--- config.mk ---
export PLATFORM = sky130hd
export DESIGN_NAME = mem_stage
export DESIGN_NICKNAME = d
export VERILOG_FILES = /design/src/rtl/lc3b_types.sv /design/src/rtl/mem_load_align.sv /design/src/rtl/mem_stage.sv
export SDC_FILE = /design/constraint.sdc
export NUM_CORES = 1
export LEC_CHECK = 0
export BUFFER_PORTS_ARGS = -buffer_cell sky130_fd_sc_hd__buf_2
export CORE_MARGIN = 2
export CORE_UTILIZATION = 40
export CTS_CLUSTER_SIZE = 12
export DETAILED_ROUTE_END_ITERATION = 6
export PLACE_DENSITY = 0.72
export SYNTH_ARGS = -nofsm -noshare
export SYNTH_HDL_FRONTEND = slang
export SYNTH_SLANG_ARGS = --single-unit
--- constraint.sdc ---
create_clock -name clk -period 2.6 [get_ports clk]
set_clock_uncertainty 0.15 [all_clocks]
set_input_delay 0.52 -clock clk [delete_from_list [all_inputs] [get_ports clk]]
set_output_delay 0.52 -clock clk [all_outputs]
set_load 0.02 [all_outputs]
--- src/rtl/lc3b_types.sv ---
// rtl/lc3b_types.sv - shared LC-3b types: opcodes, words, control packet, MEM-stage states
//   lc3b_word       16-bit datapath word
//   lc3b_opcode     4-bit instruction opcode (op_* constants)
//   lc3b_ipacket    control packet carried down the pipe
//   lc3b_mem_state  MEM-stage access sequencer states
package lc3b_types;

  typedef logic [15:0] lc3b_word;

  typedef enum logic [3:0] {
    op_br   = 4'b0000,
    op_add  = 4'b0001,
    op_ldb  = 4'b0010,
    op_stb  = 4'b0011,
    op_jsr  = 4'b0100,
    op_and  = 4'b0101,
    op_ldr  = 4'b0110,
    op_str  = 4'b0111,
    op_rti  = 4'b1000,
    op_not  = 4'b1001,
    op_ldi  = 4'b1010,
    op_sti  = 4'b1011,
    op_jmp  = 4'b1100,
    op_shf  = 4'b1101,
    op_lea  = 4'b1110,
    op_trap = 4'b1111
  } lc3b_opcode;

  typedef struct packed {
    lc3b_word   pc;
    logic [2:0] dest;
    logic       load_regfile;
    logic       load_cc;
  } lc3b_ipacket;

  typedef enum logic [1:0] {
    IDLE = 2'd0,
    ACC1 = 2'd1,
    ACC2 = 2'd2,
    DONE = 2'd3
  } lc3b_mem_state;

  function automatic logic is_mem_op(input lc3b_opcode op);
    return op inside {op_ldr, op_str, op_ldb, op_stb, op_ldi, op_sti, op_trap};
  endfunction

  function automatic logic is_store_op(input lc3b_opcode op);
    return op inside {op_str, op_stb, op_sti};
  endfunction

  function automatic logic is_indirect_op(input lc3b_opcode op);
    return op inside {op_ldi, op_sti};
  endfunction

endpackage

--- src/rtl/mem_load_align.sv ---
// rtl/mem_load_align.sv - byte/word lane steering for loads and stores
//   opcode      in   instruction opcode
//   addr_lsb    in   bit 0 of the unmasked access address (byte select)
//   rdata       in   raw data-memory read word
//   store_data  in   SR value to be stored
//   load_data   out  LDB sign-extended byte, word for other loads, 0 for stores
//   wmask       out  byte write enables
//   wdata       out  write data with the byte replicated on both lanes for STB
module mem_load_align
  import lc3b_types::*;
(
  input  lc3b_opcode opcode,
  input  logic       addr_lsb,
  input  lc3b_word   rdata,
  input  lc3b_word   store_data,
  output lc3b_word   load_data,
  output logic [1:0] wmask,
  output lc3b_word   wdata
);

  logic [7:0] sel_byte;

  assign sel_byte = addr_lsb ? rdata[15:8] : rdata[7:0];

  always_comb begin
    load_data = rdata;
    if (opcode == op_ldb) begin
      load_data = {{8{sel_byte[7]}}, sel_byte};
    end else if (is_store_op(opcode)) begin
      load_data = 16'h0;
    end
  end

  always_comb begin
    wmask = 2'b11;
    wdata = store_data;
    if (opcode == op_stb) begin
      // Replicating the byte lets memory pick either lane with the mask alone.
      wmask = addr_lsb ? 2'b10 : 2'b01;
      wdata = {store_data[7:0], store_data[7:0]};
    end
  end

endmodule

--- src/rtl/mem_stage.sv ---
// rtl/mem_stage.sv - LC-3b MEM stage: data-memory access sequencing with stall generation
//   clk, reset         pipeline clock, asynchronous active-high reset
//   ex_valid, opcode   EX/MEM instruction valid and opcode
//   alu_in             effective address (memory ops) or ALU result
//   store_data         SR value for stores
//   ipacket_in/out     control packet, passed through
//   pipe_hold          downstream freeze; final result is parked in DONE while high
//   dmem_*             data-memory request/response interface
//   mem_stall          stage busy, upstream must hold
//   mem_data           load/TRAP result, mem_address final unmasked address
//   alu_out            alu_in passed through
module mem_stage
  import lc3b_types::*;
(
  input  logic        clk,
  input  logic        reset,
  input  logic        ex_valid,
  input  lc3b_opcode  opcode,
  input  lc3b_word    alu_in,
  input  lc3b_word    store_data,
  input  lc3b_ipacket ipacket_in,
  input  logic        pipe_hold,
  input  lc3b_word    dmem_rdata,
  input  logic        dmem_resp,
  output lc3b_word    dmem_address,
  output logic        dmem_read,
  output logic        dmem_write,
  output logic [1:0]  dmem_wmask,
  output lc3b_word    dmem_wdata,
  output logic        mem_stall,
  output lc3b_word    mem_data,
  output lc3b_word    mem_address,
  output lc3b_word    alu_out,
  output lc3b_ipacket ipacket_out
);

  lc3b_mem_state state_q, state_d;
  lc3b_word      ind_q, ind_d;
  lc3b_word      result_q, result_d;

  logic     mem_op, ind_op, store_op;
  logic     req_active, in_access, resp_ok, final_acc;
  lc3b_word acc_addr, load_data;

  assign mem_op   = ex_valid && is_mem_op(opcode);
  assign ind_op   = is_indirect_op(opcode);
  assign store_op = is_store_op(opcode);

  // The pointer fetched by the first indirect access stays the address of
  // record for the rest of the instruction, including while parked in DONE.
  assign acc_addr  = (ind_op && (state_q == ACC2 || state_q == DONE)) ? ind_q : alu_in;
  assign in_access = (state_q == ACC1) || (state_q == ACC2);
  // IDLE issues the request the same cycle the op arrives; reset kills it at once.
  assign req_active = !reset && mem_op && (state_q != DONE);
  // A response only counts once the sequencer has registered the request.
  assign resp_ok   = req_active && in_access && dmem_resp;
  assign final_acc = !ind_op || (state_q == ACC2);

  mem_load_align u_align (
    .opcode     (opcode),
    .addr_lsb   (acc_addr[0]),
    .rdata      (dmem_rdata),
    .store_data (store_data),
    .load_data  (load_data),
    .wmask      (dmem_wmask),
    .wdata      (dmem_wdata)
  );

  always_comb begin
    // STI reads its pointer first; only its final access is a write.
    dmem_write   = req_active && store_op && final_acc;
    dmem_read    = req_active && !(store_op && final_acc);
    dmem_address = {acc_addr[15:1], 1'b0};
    mem_stall    = req_active && !(resp_ok && final_acc);
    mem_address  = acc_addr;
    alu_out      = alu_in;
    ipacket_out  = ipacket_in;
    mem_data     = 16'h0;
    if (state_q == DONE) begin
      mem_data = result_q;
    end else if (resp_ok && final_acc) begin
      mem_data = load_data;
    end
  end

  always_comb begin
    state_d  = state_q;
    ind_d    = ind_q;
    result_d = result_q;
    if (resp_ok && final_acc) begin
      result_d = load_data;
    end
    case (state_q)
      IDLE: if (mem_op) state_d = ACC1;
      ACC1: begin
        if (!mem_op) begin
          state_d = IDLE;
        end else if (resp_ok) begin
          if (ind_op) begin
            state_d = ACC2;
            ind_d   = dmem_rdata;
          end else begin
            state_d = pipe_hold ? DONE : IDLE;
          end
        end
      end
      ACC2: begin
        if (!mem_op) begin
          state_d = IDLE;
        end else if (resp_ok) begin
          state_d = pipe_hold ? DONE : IDLE;
        end
      end
      DONE:    if (!pipe_hold) state_d = IDLE;
      default: state_d = IDLE;
    endcase
  end

  always_ff @(posedge clk or posedge reset) begin
    if (reset) begin
      state_q  <= IDLE;
      ind_q    <= 16'h0;
      result_q <= 16'h0;
    end else begin
      state_q  <= state_d;
      ind_q    <= ind_d;
      result_q <= result_d;
    end
  end

endmodule

==> summary.txt, run 1 <==
Run status
  • Status: complete, but fails checks
  • Violated checks: negative setup slack

Floorplanning
  • IO Pins: 184
  • Die height: ~90 um
  • Row cnt: 31
  • Die ar.: between 8000 and 9000 um2
  • Core ar.: 7180 um2
  • Die W: about 90 um
  • Initial core utilization: about two fifths

Route
  • Via Count: 2901
  • Detailed Routing Iterations Pass 1: 4
  • Vias per inst: 5.46
  • DRT iter0 DRCs: 118
  • # DRC: 0
  • Routed Antenna Nets: 0
  • Wire length per cell: approximately 18 um
  • Routed WL: approximately 9500 um

Synth
  • Yosys warning count: 0
  • Async set or reset register ratio after synthesis: 100%
  • Ranking of synthesized cells by area: dfrtp_1 29%, buf_4 17%, mux2_2 11%
  • Sequential cell area fraction in the yosys report: 28.9%
  • Post-synth top cells: 67 x buf_4, 34 x dfrtp_1, 32 x o21ai_0
  • Post-Syn Area: between 2000 and 3000 um2
  • Yosys top cell area share: between 20% and 30%
  • Flops & latches, synth: 34
  • Post-synth cell types: 43
  • Number of flops mapped to enable cells by yosys: 0
  • Synth area leader: dfrtp_1
  • Cells after Synth: 320
  • Top-count cell post-synth: buf_4
  • Primary FF master, synth: dfrtp_1
  • Mapped Nets: approximately 400
  • Syn Area/Cell: around 9.2 um2

Timing
  • TNS Setup: -3330 ps
  • RSZ-0062 raised after global routing: true
  • Slew @ Worst Pin: 760 ps
  • # setup viols final: 43
  • Setup ws final: -175 ps
  • Final hold vios: 0
  • Fin crit share: 107%
  • Max Fclk: roughly 360 MHz
  • Min Tclk post-route: between 2000 and 3000 ps
  • Slew Viols, Final: 0
  • Relative slew slack: between 40% and 50%

CTS
  • Clk sink count: 34
  • Htree depth: 2
  • Clock-pin slew on the worst setup and hold paths: 70 ps
  • CTS root buffer: clkbuf_8
  • Post-CTS Hold Buffers: 0
  • CTS tree: built
  • Num CTS Buffers: 5
  • Clock Tree Buf Depth: 2
  • Clock Latency Late Sink: between 200 and 300 ps

Worst setup path
  • Cells on worst reg2reg path: 6
  • FF-to-FF setup slack: 470 ps
  • Critical Path AT: 2110 ps
  • Critical Path End Type: output pin
  • Required @ worst endpoint: 1930 ps
  • Crit path launch type: register
  • R2R Path Start: state_q[0]
  • CP max FO: 9
  • Most frequent CP cell: buf_6
  • Critical path's slowest cell: dfrtp_1
  • RR Endpoint: ind_q[8]
  • CP cell instances: inv_2 -> ha_4 -> and4bb_2 -> o21a_4 -> buf_4 -> buf_6 -> nand2_8 -> o21ai_4 -> buf_6
  • WS Path Type: register to output pin
  • Critical path's largest stage delay: 400 ps

Global routing
  • All-Layer GR Usage: 22.4%
  • Global route total overflow: 0
  • Largest net degree at the start of global routing: 35
  • First-pass GRT wire length: 14700 um
  • Number of global-route vias before repair: 2923
  • Initial antenna violation count: 0

Power and ir drop
  • Pint: approximately 1.4 mW
  • Peak supply drop: 0.352 mV
  • Gate power share: 44.9%
  • Sequential power share: ~38%
  • PD cells: 516 nW/um2
  • Clock share of power: 17.1%
  • Leak: 1.96 nW
  • Total power: 2.20 mW
  • Net switching power: 0.845 mW
  • Sw frac: between 30% and 40%

Cells and area
  • Nets@finish: around 520
  • Ant. Diodes: 0
  • Area occupied by multi-input gates: 1890 um2
  • Layout cells sized above 1: 63.2%
  • Syn-to-layout area delta: 44.6%
  • Fillers: 619
  • Sequential cell area: approximately 850 um2

Run
  • Max-cap violations: 0

Placed design
  • GPL Wtd Cong: 0.819
  • # port buffers: 140
  • HPWL Detailed: slightly above 6000 um

Worst hold path
  • Hold Crit Class: input pin to async pin
cell type report:
type,count,share of cell area [%]
Multi-Input combinational cell,203,44.3
Timing Repair Buffer,185,30.7
Sequential cell,34,20.0
Tap cell,99,2.91
Clock buffer,5,1.61
Inverter,3,0.264
Clock inverter,2,0.235
sequential cells by signal, indices dropped and copies added (netlist names):
signal    cells
ind_q        16
result_q     16
state_q       2
layer usage:
metal / share of wire [%] / track usage, %
met5: 0 / 0
met4: 1.8 / 8.33
met3: 5.8 / 3.94
met2: 53 / 39.5
met1: 40 / 27.4
worst max-delay path: cells and delay by family, from the launching register on:
kind                       cells  cell delay, ps
AOI/OAI and AO/OA              2             360
adders and majority gates      1             260
buffers and inverters          4             440
DFF                            1             400
and+or+nand+nor                2             360
power groups by stage:
stage | logic (mW) | registers [mW] | clock network, mW
floorplan | 0.615 | 0.783 | 0
finish | 0.988 | 0.836 | 0.376
detailed placement | 0.739 | 0.832 | 0
global route | 1.06 | 0.857 | 0.408
global placement | 0.715 | 0.819 | 0
CTS | 0.920 | 0.832 | 0.382
cell usage in the layout (no fill, tap or decap), types with 2 or more instances in the layout:
master / n
a21oi_1: 9
a22oi_2: 6
a311oi_2: 5
and3b_1: 2
buf_2: 100
buf_4: 43
buf_6: 40
clkbuf_8: 5
clkinv_2: 2
dfrtp_1: 34
ha_1: 2
ha_4: 2
inv_2: 2
mux2_1: 10
mux2_2: 18
mux2_4: 12
mux2i_1: 2
nand2_1: 28
nand2b_1: 10
nand4_1: 7
nor2_1: 2
nor2_4: 3
nor4b_2: 7
nor4b_4: 2
o211ai_1: 14
o21ai_0: 24
o21ai_1: 3
o21ai_2: 2
o21ai_4: 8
worst max path at each step:
stage,start,end,slack (ps),cells past startpoint
final,state_q[0],mem_data[8],-180,9
after global routing,state_q[0],mem_data[1],-260,8
after CTS,state_q[0],mem_data[1],-150,8
after detailed placement,state_q[0],mem_data[0],-30,7
after global placement,opcode[0],mem_data[15],-8,7
after floorplan,state_q[0],mem_data[10],-100,7
repair_timing:
action / 4_1_cts / 5_1_grt
gates resized for setup: 124 / 33
endpoints found under the hold margin: 0 / 0
setup endpoints to repair: 51 / 50
cloned: 3 / 0
buffers inserted: 13 / 3
pin swaps: 19 / 15
per-stage QoR:
step / instance area [um2] / std cells / hold slack, ps / setup slack (ps) / utilization (%)
5_1_grt: 4260 / 531 / 348 / -262 / 59.4
3_5_place_dp: 3440 / 505 / 329 / -29.7 / 47.9
4_1_cts: 4080 / 528 / 348 / -152 / 56.8
2_1_floorplan: 2960 / 320 / 309 / -96.6 / -
3_3_place_gp: 3440 / 505 / 322 / -8.48 / 47.9
6_report: 4260 / 531 / 345 / -175 / 59.4
kinds of logic after synthesis:
| family | count (synthesis) | share of synthesized area (%) |
|---|---|---|
| buf+inv | 84 | 19.5 |
| compound gates | 82 | 18.4 |
| simple gates | 72 | 15.1 |
| mux | 42 | 16.0 |
| flops | 34 | 28.9 |
| fa+ha+maj | 5 | 2.12 |
| other cells | 1 | 0.127 |
No activity file was read; power rests on OpenSTA's default activity.
==> run 2: changes to the inputs <==
--- a/config.mk
+++ b/config.mk
@@ -6,6 +6,7 @@
 export NUM_CORES = 1
 export LEC_CHECK = 0
 export BUFFER_PORTS_ARGS = -buffer_cell sky130_fd_sc_hd__buf_2
+export CORE_ASPECT_RATIO = 1.2
 export CORE_MARGIN = 2
 export CORE_UTILIZATION = 40
 export CTS_CLUSTER_SIZE = 12
==> run 2 against run 1 <==
The run still ends with negative setup slack left. Worst setup slack worse by 7.3 ps. Total power up 0.33%. Cell count is 1.3% lower. Clock power rose by 14%. Die area about the same. Critical path depth fell by 1. Count of clock-buffer cells in the layout increased by 1. Sequential share of layout area grew 0.35 points. Maximum frequency fell by 0.26%. Non-clock buffer count unchanged. Flip-flop and latch count is the same. Critical endpoint is now mem_data[0]. Via count grew 2.4%.
==> summary.txt, run 2 (synthesized netlist as in run 1, its figures left out) <==
Global routing
  • Gr busiest metal: met2 (unchanged)
  • GR Layer Usage met1: 26.0% (was 27.4%)
  • First-pass GRT wire length: 13500 um (was 14700 um)
  • Grt met3 use: 3.79% (was 3.94%)
  • GR Util met2: 37.2% (was 39.5%)
  • Number of global-route vias before repair: 2851 (was 2923)
  • Largest net degree at the start of global routing: 35 (unchanged)
  • Initial antenna violation count: 0 (unchanged)
  • Global route total overflow: 0 (unchanged)
  • All-Layer GR Usage: 21.6% (was 22.4%)

Cells and area
  • Ant. Diodes: 0 (unchanged)
  • Most common cell after layout, fill and taps aside: buf_2 (unchanged)
  • Area occupied by multi-input gates: 1840 um2 (was 1890 um2)
  • Fillers: 622 (was 619)
  • Final non-filler cell total: 524 (was 531)
  • Nets@finish: 516 (was 515)
  • Most frequent cells in the layout: 104 x buf_2, 46 x buf_4, 34 x dfrtp_1, 30 x buf_6, 28 x nand2_1 (was 100 x buf_2, 43 x buf_4, 40 x buf_6, 34 x dfrtp_1, 28 x nand2_1)
  • Final core utilization: 58.3% (was 59.4%)
  • Regs by FF count: ind_q x16, result_q x16, state_q x2 (unchanged)
  • Finished Cell Area: 4190 um2 (was 4260 um2)
  • Layout cells sized above 1: 62.0% (was 63.2%)
  • Syn-to-layout area delta: 42.1% (was 44.6%)
  • Sequential cell area: 851 um2 (unchanged)

Timing
  • Slew @ Worst Pin: 667 ps (was 760 ps)
  • Slew Viols, Final: 0 (unchanged)
  • Max Fclk: 359 MHz (was 360 MHz)
  • Min Tclk post-route: 2780 ps (about the same)
  • Final hold vios: 0 (unchanged)
  • # setup viols final: 31 (was 43)
  • RSZ-0062 raised after global routing: true (unchanged)
  • Worst hold margin: 338 ps (was 345 ps)
  • Fin crit share: 107% (about the same)
  • Relative slew slack: 55.5% (was 49.4%)
  • Setup ws final: -182 ps (was -175 ps)

Worst setup path
  • R2R Path Start: state_q[1] (was state_q[0])
  • Critical Path AT: 2110 ps (about the same)
  • Critical Path End Type: output pin (unchanged)
  • WS Path Type: register to output pin (unchanged)
  • Crit path launch type: register (unchanged)
  • Crit path capture: mem_data[0] (was mem_data[8])
  • Critical path's largest stage delay: 410 ps (was 400 ps)
  • CP cell instances: buf_4 -> ha_4 -> nor2_4 -> buf_6 -> nor4b_1 -> a311oi_1 -> o211ai_1 -> buf_4 (was inv_2 -> ha_4 -> and4bb_2 -> o21a_4 -> buf_4 -> buf_6 -> nand2_8 -> o21ai_4 -> buf_6)
  • Most frequent CP cell: buf_4 (was buf_6)
  • RR Endpoint: result_q[8] (was ind_q[8])
  • Cells on worst reg2reg path: 8 (was 6)
  • CP max FO: 7 (was 9)
  • Critical path's slowest cell: dfrtp_1 (unchanged)
  • Crit path from: state_q[1] (was state_q[0])
  • Required @ worst endpoint: 1930 ps (about the same)
  • FF-to-FF setup slack: 380 ps (was 470 ps)

Floorplanning
  • Die ar.: 8080 um2 (was 8070 um2)
  • Core ar.: 7190 um2 (was 7180 um2)
  • Die W: 82.4 um (was 89.8 um)
  • Row cnt: 34 (was 31)
  • Die height: 98.0 um (was 89.8 um)
  • Initial core utilization: 41.0% (was 41.1%)
  • IO Pins: 184 (unchanged)

Placed design
  • Inst Count DP: 499 (was 505)
  • # port buffers: 140 (unchanged)
  • GPL Wtd Cong: 0.768 (was 0.819)
  • HPWL Detailed: 6380 um (was 6160 um)
  • Cell Area, Placed: 3460 um2 (was 3440 um2)

Route
  • DRT iter0 DRCs: 234 (was 118)
  • Vias per inst: 5.67 (was 5.46)
  • Detailed Routing Iterations Pass 1: 5 (was 4)
  • Routed WL: 9330 um (was 9480 um)
  • Routed Antenna Nets: 0 (unchanged)
  • # DRC: 0 (unchanged)
  • Wire length per cell: 17.8 um (was 17.9 um)
  • Via Count: 2972 (was 2901)

Power and ir drop
  • Peak supply drop: 0.284 mV (was 0.352 mV)
  • PD cells: 527 nW/um2 (was 516 nW/um2)
  • Total power: 2.21 mW (was 2.20 mW)
  • Leak: 1.95 nW (was 1.96 nW)

CTS
  • Clock Tree Buf Depth: 2 (unchanged)
  • Clock-pin slew on the worst setup and hold paths: 80 ps (was 70 ps)
  • Num CTS Buffers: 5 (unchanged)
  • Clock Latency Late Sink: 290 ps (was 280 ps)
  • Post-CTS Hold Buffers: 0 (unchanged)
  • Htree depth: 2 (unchanged)
  • CTS root buffer: clkbuf_8 (unchanged)
  • Clk sink count: 34 (unchanged)
  • CTS tree: built (unchanged)

Run status
  • Violated checks: negative setup slack (unchanged)
  • Status: complete, but fails checks (unchanged)

Worst hold path
  • Hold depth: 2
  • Worst min-delay path startpoint: dmem_rdata[15]
  • Hold Crit Class: input pin to register (was input pin to async pin)

Run
  • Max-cap violations: 0 (unchanged)
[run 2: cell types whose count changed in the layout (fill, tap and decap cells not counted), sizes merged]
cell	delta
nand2	+1
clkbuf	+2
clkinvlp	+1
buf	-1
clkinv	-1
[run 2: where the power goes]
part	switching [mW]	internal, mW	leakage, nW	total, mW
combinational	0.511	0.440	1.45	0.951
clock	0.214	0.213	0.0472	0.427
sequential	0.116	0.713	0.452	0.830
[run 2: what timing repair did]
item                                    in CTS  in global routing
resized for setup                           69                 61
buffers inserted                            10                  5
pin swaps                                   18                 14
gates cloned                                 1                  1
endpoints found under the setup margin      50                 51
[run 2: how the worst min path moves through the flow]
stage / to / slack, ps
floorplan: ind_q[10] / 310
global placement: ind_q[13] / 320
detailed placement: ind_q[14] / 330
CTS: ind_q[15] / 340
global route: ind_q[15] / 350
finish: ind_q[15] / 340
[run 2: critical path, delay by kind of cell (launching register included)]
| kind | cells | cell delay [ps] |
|---|---|---|
| AND/OR/NAND/NOR | 2 | 220 |
| AO/OA/AOI/OAI | 2 | 530 |
| buffers and inverters | 3 | 490 |
| adder cells (fa/ha/maj) | 1 | 170 |
| flip-flops | 1 | 410 |
[run 2: metal layers]
layer	routed length (um)	up-vias
li1	-	1328
met1	3480	1428
met2	4810	182
met3	773	34
met4	270	0
met5	0	-
[run 2: final cells by class]
class                           instances  area share [%]
Clock buffer                            6            1.97
Tap cell                               90            2.69
Timing Repair Buffer                  185            30.4
Multi-Input combinational cell        204            44.0
Inverter                                3           0.269
Clock inverter                          2           0.299
Sequential cell                        34            20.3
[run 2: through the flow]
stage	worst slack, ps	setup TNS, ps
final	-182	-2550
after global routing	-230	-4580
after floorplan	-96.6	-648
after CTS	-130	-966
after detailed placement	-25.8	-30.9
after global placement	-21.1	-27.3
==> run 3: changes to the inputs <==
--- a/config.mk
+++ b/config.mk
@@ -11,7 +11,8 @@
 export CORE_UTILIZATION = 40
 export CTS_CLUSTER_SIZE = 12
 export DETAILED_ROUTE_END_ITERATION = 6
-export PLACE_DENSITY = 0.72
+export PLACE_DENSITY = 0.73
 export SYNTH_ARGS = -nofsm -noshare
 export SYNTH_HDL_FRONTEND = slang
+export SYNTH_HIERARCHICAL = 1
 export SYNTH_SLANG_ARGS = --single-unit
==> run 3 against run 2 <==
The run still ends with negative setup slack left. Count of clock-buffer cells in the layout up 1. Sequential share of layout area rose by 3.8 points. Global-route usage shrank 1.4 points. Critical path depth up 1. Sequential power decreased by 3.1%. Cell count down 17%.
==> summary.txt, run 3 <==
Timing
  • Slew Viols, Final: 0 (unchanged)
  • Max Fclk: 321 MHz (was 359 MHz)
  • Relative slew slack: 63.8% (was 55.5%)
  • Worst hold margin: 216 ps (was 338 ps)
  • Final hold vios: 0 (unchanged)
  • Min Tclk post-route: 3120 ps (was 2780 ps)
  • Setup ws final: -517 ps (was -182 ps)
  • RSZ-0062 raised after global routing: true (unchanged)
  • Slew @ Worst Pin: 541 ps (was 667 ps)
  • Fin crit share: 120% (was 107%)
  • # setup viols final: 17 (was 31)

Cells and area
  • Final core utilization: 54.2% (was 58.3%)
  • Most frequent cells in the layout: 131 x buf_2, 48 x mux2_2, 33 x dfrtp_1, 26 x buf_4, 15 x a22o_1 (was 104 x buf_2, 46 x buf_4, 34 x dfrtp_1, 30 x buf_6, 28 x nand2_1)
  • Ant. Diodes: 0 (unchanged)
  • Layout cells sized above 1: 74.0% (was 62.0%)
  • Most common cell after layout, fill and taps aside: buf_2 (unchanged)
  • Syn-to-layout area delta: 29.7% (was 42.1%)
  • Regs by FF count: ind_q x16, result_q x16, state_q x2 (unchanged)
  • Nets@finish: 432 (was 516)
  • Final non-filler cell total: 435 (was 524)

Synth
  • Adder-cell share of the synthesized area: 2.29% (was 2.12%)
  • Primary FF master, synth: dfrtp_1 (unchanged)
  • Complex-gate fraction of the synthesized area: 12.6% (was 18.4%)
  • Sequential cell area fraction in the yosys report: 31.2% (was 28.9%)
  • Mapped Nets: 327 (was 403)
  • Post-synth top cells: 61 x buf_4, 49 x mux2_2, 34 x dfrtp_1 (was 67 x buf_4, 34 x dfrtp_1, 32 x o21ai_0)
  • Synth Area in Simple Gates: 8.35% (was 15.1%)
  • Largest family of logic cells by synthesized area: multiplexers (was buffers and inverters)
  • Ranking of synthesized cells by area: dfrtp_1 31%, mux2_2 20%, buf_4 17% (was dfrtp_1 29%, buf_4 17%, mux2_2 11%)
  • Syn Area/Cell: 11.2 um2 (was 9.21 um2)
  • Synth Area in XOR/XNOR: 0% (unchanged)
  • Async set or reset register ratio after synthesis: 100% (unchanged)
  • Cells after Synth: 244 (was 320)
  • Post-synth cell types: 37 (was 43)
  • Number of flops mapped to enable cells by yosys: 0 (unchanged)
  • Post-Syn Area: 2730 um2 (was 2950 um2)
  • Yosys top cell area share: 31.2% (was 28.9%)
  • Yosys warning count: 6 (was 0)
  • Flops & latches, synth: 34 (unchanged)
  • Synth area leader: dfrtp_1 (unchanged)
  • Top-count cell post-synth: buf_4 (unchanged)
  • Multiplexer area fraction after synthesis: 25.4% (was 16.0%)

Route
  • Routed WL: 7660 um (was 9330 um)
  • # DRC: 0 (unchanged)
  • DRT iter0 DRCs: 58 (was 234)
  • Routed Antenna Nets: 0 (unchanged)
  • Vias per inst: 5.17 (was 5.67)
  • Detailed Routing Iterations Pass 1: 4 (was 5)
  • Wire length per cell: 17.6 um (was 17.8 um)
  • Via Count: 2248 (was 2972)

Floorplanning
  • Die height: 94.5 um (was 98.0 um)
  • Core ar.: 6530 um2 (was 7190 um2)
  • Initial core utilization: 41.8% (was 41.0%)
  • Die W: 79.4 um (was 82.4 um)
  • IO Pins: 184 (unchanged)
  • Row cnt: 32 (was 34)
  • Die ar.: 7500 um2 (was 8080 um2)

CTS
  • Num CTS Buffers: 5 (unchanged)
  • Clock Latency Late Sink: 280 ps (was 290 ps)
  • Htree depth: 2 (unchanged)
  • Clock-pin slew on the worst setup and hold paths: 70 ps (was 80 ps)
  • Clk sink count: 34 (unchanged)
  • Clock Tree Buf Depth: 2 (unchanged)
  • CTS root buffer: clkbuf_8 (unchanged)
  • CTS tree: built (unchanged)

Worst setup path
  • FF-to-FF setup slack: 100 ps (was 380 ps)
  • Critical Path AT: 2450 ps (was 2110 ps)
  • WS Path Type: register to output pin (unchanged)
  • Required @ worst endpoint: 1930 ps (about the same)
  • Cells on worst reg2reg path: 11 (was 8)
  • CP max FO: 7 (unchanged)
  • Critical Path End Type: output pin (unchanged)
  • RR Endpoint: result_q[4] (was result_q[8])
  • R2R Path Start: state_q[1] (unchanged)
  • Crit path launch type: register (unchanged)

Global routing
  • Largest net degree at the start of global routing: 35 (unchanged)
  • First-pass GRT wire length: 11500 um (was 13500 um)
  • Number of global-route vias before repair: 2285 (was 2851)
  • Initial antenna violation count: 0 (unchanged)
  • Global route total overflow: 0 (unchanged)
  • All-Layer GR Usage: 20.1% (was 21.6%)

Placed design
  • Pre-CTS setup slack: -469 ps (was -25.8 ps)
  • GPL Wtd Cong: 0.742 (was 0.768)
  • Inst Count DP: 423 (was 499)
  • HPWL Detailed: 5850 um (was 6380 um)
  • # port buffers: 140 (unchanged)

Power and ir drop
  • PD cells: 547 nW/um2 (was 527 nW/um2)
  • Leak: 1.90 nW (was 1.95 nW)
  • Peak supply drop: 0.407 mV (was 0.284 mV)
  • Total power: 1.93 mW (was 2.21 mW)

Run status
  • Violated checks: negative setup slack (unchanged)
  • Status: complete, but fails checks (unchanged)

Run
  • Max-cap violations: 0 (unchanged)

Worst hold path
  • Hold Crit Class: input pin to async pin (was input pin to register)
## run 3: worst max-delay path by stage
stage	slack, ps	from	endpoint	depth (start not counted)
6_report	-520	state_q[1]	mem_data[6]	9
5_1_grt	-620	state_q[0]	mem_data[0]	10
4_1_cts	-530	state_q[0]	mem_data[9]	11
3_5_place_dp	-470	opcode[2]	mem_data[9]	10
3_3_place_gp	-410	opcode[2]	mem_data[15]	10
2_1_floorplan	-300	state_q[1]	mem_data[10]	9
## run 3: timing repair
item,CTS,global route
gates cloned,1,0
pin swaps,7,6
endpoints found under the setup margin,48,50
resized for setup,12,10
buffers inserted,10,1
hold buffers,0,0
## run 3: cell type report
cell class / count / area (um2)
Sequential cell: 34 / 852
Fill cell: 589 / 2990
Tap cell: 85 / 106
Inverter: 4 / 15.0
Clock buffer: 7 / 86.3
Timing Repair Buffer: 168 / 1010
Clock inverter: 1 / 5.00
Multi-Input combinational cell: 136 / 1470
## run 3: stage by stage
step	area (um2)	setup TNS [ps]
5_1_grt	3540	-11910
4_1_cts	3490	-8510
3_5_place_dp	3320	-6330
6_report	3540	-7970
2_1_floorplan	2840	-3730
3_3_place_gp	3320	-5760
## run 3: critical path, cell delays in order (launching register included)
cell,delay [ps]
dfrtp_2,450
ha_2,220
nor2_4,100
nor2_4,50
mux2_4,220
buf_6,110
nor4b_4,460
a22o_1,250
a22o_1,150
buf_4,140
## run 3: kinds of logic after synthesis
logic type	Yosys count
compound gates	40
fa+ha+maj	5
buf+inv	74
mux	59
simple gates	31
flops	34
other cells	1
## run 3: report_power, final
part | total [mW] | switching, mW | internal [mW]
registers | 0.804 | 0.104 | 0.699
clock network | 0.401 | 0.187 | 0.214
logic | 0.730 | 0.354 | 0.377
total | 1.93 | 0.645 | 1.29
## run 3: routing by layer
layer  GRT usage (%)  routed length, um  vias up
li1                -                  -     1025
met1            22.3               2930     1096
met2            37.9               4130      105
met3            3.15                390       22
met4            8.33                211        0
met5               0                  0        -
